===== src/rtl/ballot_collector_if.sv =====
// Handshake bundle between the ballot collector, the voter panel and the result consumer.
interface ballot_collector_if;
    logic       start;
    logic       vote_valid;
    logic       vote_bit;
    logic       result_ack;
    logic       req;
    logic [2:0] sel;
    logic       busy;
    logic [4:0] ballot;
    logic [4:0] abstain;
    logic       g;
    logic       result_valid;

    // The collector drives polling and result signals
    modport master (
        input  start, vote_valid, vote_bit, result_ack,
        output req, sel, busy, ballot, abstain, g, result_valid
    );

    // Voter panel and consumer drive the requests, votes and acknowledge
    modport slave (
        output start, vote_valid, vote_bit, result_ack,
        input  req, sel, busy, ballot, abstain, g, result_valid
    );
endinterface


===== src/rtl/ballot_collector.sv =====
// Polls five voters in turn (s2, s1, s0, teacher, principal), records each ballot
// bit or a timeout abstention, then presents the two-level majority decision.
module ballot_collector #(
    parameter int TIMEOUT = 8
) (
    input  logic             clk,
    input  logic             rst_n,
    ballot_collector_if.master bus
);

    typedef enum logic [1:0] {IDLE, POLL, EVAL, DONE} state_t;

    localparam logic [7:0] TCNT_LAST = 8'(TIMEOUT - 1);

    state_t     state;
    state_t     state_next;
    logic [7:0] tcnt;
    logic [2:0] idx;
    logic [2:0] pos;
    logic [4:0] ballot_r;
    logic [4:0] abstain_r;
    logic       g_r;
    logic       timeout_hit;
    logic       advance;
    logic       student_maj;

    // Ballot vector is stored with s2 in the MSB, so voter idx lands in bit 4-idx
    assign pos         = 3'd4 - idx;
    assign timeout_hit = (tcnt == TCNT_LAST);
    assign advance     = bus.vote_valid || timeout_hit;
    assign student_maj = (ballot_r[4] & ballot_r[3]) | (ballot_r[4] & ballot_r[2]) |
                         (ballot_r[3] & ballot_r[2]);

    // State register
    always_ff @(posedge clk) begin
        if (!rst_n) begin
            state <= IDLE;
        end else begin
            state <= state_next;
        end
    end

    // Next-state selection; the last voter finishing moves on to evaluation
    always_comb begin
        state_next = state;
        case (state)
            IDLE: if (bus.start) state_next = POLL;
            POLL: if (advance && idx == 3'd4) state_next = EVAL;
            EVAL: state_next = DONE;
            DONE: if (bus.result_ack) state_next = IDLE;
            default: state_next = IDLE;
        endcase
    end

    // Ballot capture, timeout counting, voter stepping and decision evaluation
    always_ff @(posedge clk) begin
        if (!rst_n) begin
            tcnt      <= '0;
            idx       <= '0;
            ballot_r  <= '0;
            abstain_r <= '0;
            g_r       <= 1'b0;
        end else begin
            case (state)
                IDLE: begin
                    if (bus.start) begin
                        ballot_r  <= '0;
                        abstain_r <= '0;
                        idx       <= '0;
                        tcnt      <= '0;
                    end
                end
                POLL: begin
                    if (bus.vote_valid) begin
                        ballot_r[pos] <= bus.vote_bit;
                        tcnt          <= '0;
                    end else if (timeout_hit) begin
                        ballot_r[pos]  <= 1'b0;
                        abstain_r[pos] <= 1'b1;
                        tcnt           <= '0;
                    end else begin
                        tcnt <= tcnt + 8'd1;
                    end
                    if (advance && idx != 3'd4) begin
                        idx <= idx + 3'd1;
                    end
                end
                EVAL: begin
                    g_r <= (student_maj & ballot_r[1]) | (student_maj & ballot_r[0]) |
                           (ballot_r[1] & ballot_r[0]);
                end
                default: begin
                end
            endcase
        end
    end

    // Status and handshake outputs decoded from the current state
    always_comb begin
        bus.req          = (state == POLL);
        bus.sel          = (state == POLL) ? idx : 3'd0;
        bus.busy         = (state != IDLE);
        bus.result_valid = (state == DONE);
        bus.ballot       = ballot_r;
        bus.abstain      = abstain_r;
        bus.g            = g_r;
    end

endmodule

===== src/flat_wrapper.sv =====
// flat-port wrapper written by rule: the top's interface ports become plain ports
module ballot_collector_flat 
#(
    parameter int TIMEOUT = 8
)
  (clk, rst_n, bus_start, bus_vote_valid, bus_vote_bit, bus_result_ack, bus_req, bus_sel, bus_busy, bus_ballot, bus_abstain, bus_g, bus_result_valid);
  ballot_collector_if bus_i ();
  input  logic clk;
  input  logic rst_n;
  input wire logic [$bits(bus_i.start)-1:0] bus_start;
  input wire logic [$bits(bus_i.vote_valid)-1:0] bus_vote_valid;
  input wire logic [$bits(bus_i.vote_bit)-1:0] bus_vote_bit;
  input wire logic [$bits(bus_i.result_ack)-1:0] bus_result_ack;
  output wire logic [$bits(bus_i.req)-1:0] bus_req;
  output wire logic [$bits(bus_i.sel)-1:0] bus_sel;
  output wire logic [$bits(bus_i.busy)-1:0] bus_busy;
  output wire logic [$bits(bus_i.ballot)-1:0] bus_ballot;
  output wire logic [$bits(bus_i.abstain)-1:0] bus_abstain;
  output wire logic [$bits(bus_i.g)-1:0] bus_g;
  output wire logic [$bits(bus_i.result_valid)-1:0] bus_result_valid;
  assign bus_i.start = bus_start;
  assign bus_i.vote_valid = bus_vote_valid;
  assign bus_i.vote_bit = bus_vote_bit;
  assign bus_i.result_ack = bus_result_ack;
  assign bus_req = bus_i.req;
  assign bus_sel = bus_i.sel;
  assign bus_busy = bus_i.busy;
  assign bus_ballot = bus_i.ballot;
  assign bus_abstain = bus_i.abstain;
  assign bus_g = bus_i.g;
  assign bus_result_valid = bus_i.result_valid;
  ballot_collector #(.TIMEOUT(TIMEOUT)) u_core (.clk(clk), .rst_n(rst_n), .bus(bus_i));
endmodule

===== config.mk =====
export PLATFORM = sky130hd
export DESIGN_NAME = ballot_collector_flat
export DESIGN_NICKNAME = d
export VERILOG_FILES = /design/src/rtl/ballot_collector_if.sv /design/src/rtl/ballot_collector.sv /design/src/flat_wrapper.sv
export SDC_FILE = /design/constraint.sdc
export NUM_CORES = 1
export LEC_CHECK = 0
export BUFFER_PORTS_ARGS = -buffer_cell sky130_fd_sc_hd__buf_2
export CAP_MARGIN = 20
export CORE_ASPECT_RATIO = 1.2
export CORE_UTILIZATION = 45
export CTS_CLUSTER_DIAMETER = 40
export CTS_CLUSTER_SIZE = 8
export DETAILED_ROUTE_END_ITERATION = 7
export GPL_TIMING_DRIVEN = 0
export PLACE_DENSITY = 0.67
export RECOVER_POWER = 100
export SYNTH_ARGS = -nofsm -noshare
export SYNTH_HDL_FRONTEND = slang
export SYNTH_SLANG_ARGS = --single-unit

===== constraint.sdc =====
create_clock -name clk -period 2.25 [get_ports clk]
set_input_delay 0.1125 -clock clk [delete_from_list [all_inputs] [get_ports clk]]
set_output_delay 0.1125 -clock clk [all_outputs]
set_load 0.01 [all_outputs]

==> impl_metrics.py <==
metrics = {
    "final_layout": {
        "final_cell_mix": "dfxtp_1 (23), clkbuf_1 (20), nand2_1 (13), o21ai_0 (13), nor2_1 (11)",
        "fill_cells": 273,
        "layout.area.seq_um2": 482,
        "layout-area-overhead-vs-synth_pct": 14.4,
        "final_cell_area_mm2": 0.00145,
        "final_core_util_pct": 55.5,
        "multi_input_area_um2": 727,
        "final_common_cell": "dfxtp_1",
        "fin_nets": 189,
        "antenna_cells": 0,
        "final_layout_size_suffix_gt1_share_pct": 11.6,
    },
    "drt": {
        "wire_per_inst_um": 13.1,
        "ant_nets": 0,
        "drt_iter0_drc": 23,
        "first_pass_iters": 4,
        "via_count": 1108,
        "via_per_inst": 5.38,
        "routed_wl_mm": 2.69,
        "drt_drc_violations_left": 0,
    },
    "synthesis": {
        "synth.avg_cell_area_um2": 8.60,
        "post-synth-top-area-fraction_pct": 38.0,
        "synth_area_mm2": 0.00126,
        "synth.largest_area_cell": "dfxtp_1",
        "synth.area.top_cells": "dfxtp_1 (38%), ha_1 (8.9%), o21ai_0 (5.1%), nand2_1 (3.9%), xnor2_1 (3.5%)",
        "ys_warn_count": 0,
        "syn-num-nets": 162,
        "synthCells": 147,
        "synth_seq_cells": 24,
        "yosysSeqAreaShare_pct": 38.0,
        "synth_cell_types": 38,
    },
    "placement": {
        "dpl_cell_area_mm2": 0.00142,
        "gp_congestion": 0.762,
        "portBuffers": 22,
        "dp_hpwl_mm": 2.02,
    },
    "sta": {
        "worst_pin_slew_ns": 0.502,
        "fmaxAchievable_mhz": 489,
        "holdWs_ns": 0.144,
        "grt_setup_unrepaired": "false",
        "slew_headroom_pct": 66.3,
        "drv_slew": 0,
        "post-route-min-period_ns": 2.04,
        "fin_tns_setup_ns": 0,
        "timing.final.crit_share_pct": 90.8,
        "hold_violations": 0,
        "worst_clock_skew_ns": 0.00619,
        "setup_viol": 0,
    },
    "critical_path": {
        "arrival_ns": 2.26,
        "path_cells": "or4_1 -> o31a_1 -> buf_4 -> o21ai_1 -> nor2_1",
        "worstRegToRegCells": 5,
        "crit_required_ns": 2.46,
        "cp-start-kind": "register",
        "cp_slowest_cell": "or4_1",
        "crit_fanout": 10,
        "cp_top_family": "compound AO/OA/AOI/OAI gates",
        "cp.depth": 5,
        "slowest_delay_ns": 0.56,
        "crit_type": "reg -> reg",
        "endpoint_kind": "register",
        "worst-path-buf-inv": 1,
    },
    "power_and_ir_drop": {
        "ir_worst_vdd_v": 0.000445,
        "power_uw": 1380,
        "leakagePower_uw": 0.000547,
        "power_density_mw_per_mm2": 957,
    },
    "floorplan": {
        "start_util_pct": 48.6,
        "die_area_mm2": 0.00303,
        "die_h_um": 60.1,
        "rows": 20,
        "core_mm2": 0.00260,
        "io_pins": 23,
        "fp.dieW_um": 50.4,
    },
    "run_status": {
        "status": "completed",
    },
    "global_route": {
        "grt_pass1_wl_mm": 4.45,
        "antenna_found_initial": 0,
        "grt_usage_pct": 19.4,
        "grt_start_max_net_pins": 15,
        "grt_pass1_vias": 1044,
        "gr-total-overflow": 0,
    },
    "clocking": {
        "cts.sinks": 24,
        "post_cts_buffers": 0,
        "cts_hold_buf": 0,
        "clkTransAtPathRegs_ns": 0.14,
        "clockRootBuffer": "clkbuf_4",
        "cts-resized-gates": 0,
        "cts_tree": "done",
        "htreeDepth": 1,
        "worstSkewPairLatency_ns": 0.33,
        "cts_buffer_depth": 2,
        "cts_buffers": 3,
    },
    "job": {
        "maxCapViolCount": 0,
    },
    "hold_path": {
        "min_path_cells": 3,
        "hp-class": "in -> reg",
    },
}
-- synthesized netlist by cell type (all sizes together) --
library cell,number
nor2,11
xnor2,5
nand3,3
o221ai,1
or4,2
buf,1
nor4b,1
nand3b,2
nand2,13
maj3,1
mux2i,3
nand2b,2
o211a,1
or3,2
nor3,4
a211oi,1
clkbuf,4
or3b,3
a21boi,1
ha,9
a31oi,1
and2,3
o22ai,1
o21a,2
dfxtp,24
o31a,2
o32ai,1
inv,8
nor2b,1
xor2,1
o21ai,14
nand4b,2
a21oi,6
nor3b,1
a21o,5
or2,5
-- flip-flops by register name, summed over array words and instances (netlist names) --
name / count
u_core.bus.abstain: 5
u_core.state: 2
u_core.idx: 3
u_core.bus.ballot: 5
u_core.tcnt: 8
u_core.bus.g: 1
-- area by class of cell --
class,instances,area share [%]
Buffer,5,1.56
Clock buffer,3,1.56
Clock inverter,1,2.08
Inverter,8,2.08
Multi-Input combinational cell,110,50.3
Sequential cell,24,33.3
Tap cell,33,2.86
Timing Repair Buffer,22,6.23
-- stage by stage --
stage / cells / setup WS, ns
2_1_floorplan: 147 / 0.322
3_3_place_gp: 202 / 0.180
3_5_place_dp: 202 / 0.136
4_1_cts: 206 / 0.110
5_1_grt: 206 / 0.0605
6_report: 206 / 0.206
-- cells by family (layout without fill, tap and decap cells) --
| kind of cell | count (synthesis) | in the layout | share of synthesized area, % |
|---|---|---|---|
| AND/OR/NAND/NOR | 55 | 55 | 23.8 |
| AO/OA/AOI/OAI | 36 | 36 | 17.8 |
| flip-flops | 24 | 24 | 38.0 |
| buffers and inverters | 13 | 39 | 4.16 |
| adder cells (fa/ha/maj) | 10 | 10 | 9.70 |
| XOR/XNOR | 6 | 6 | 4.16 |
| multiplexers | 3 | 3 | 2.38 |
-- worst paths after layout --
kind | startpoint | endpoint | slack [ns]
worst max-delay path | u_core.tcnt[3] | u_core.tcnt[0] | 0.21
worst min-delay path | rst_n | u_core.bus.ballot[4] | 0.14
worst max register to register | u_core.tcnt[3] | u_core.tcnt[0] | 0.21
worst min register to register | u_core.bus.abstain[2] | u_core.bus.abstain[2] | 0.47
-- metal layers --
metal	part of all wire [%]	vias up	global-route usage (%)
met5	0	-	0
met4	1.8	0	8.33
met3	4.8	5	3.05
met2	52	27	36.0
met1	42	512	21.8
li1	-	564	-
-- power breakdown --
part | internal (uW) | switching [uW]
sequential | 469 | 41.4
clock | 180 | 140
combinational | 218 | 335
-- tightest hold or removal path, stage by stage --
cell and delay, ns:
buf_2 0.10, inv_1 0.11, a21oi_1 0.12
(Power assumes the default switching activity.)
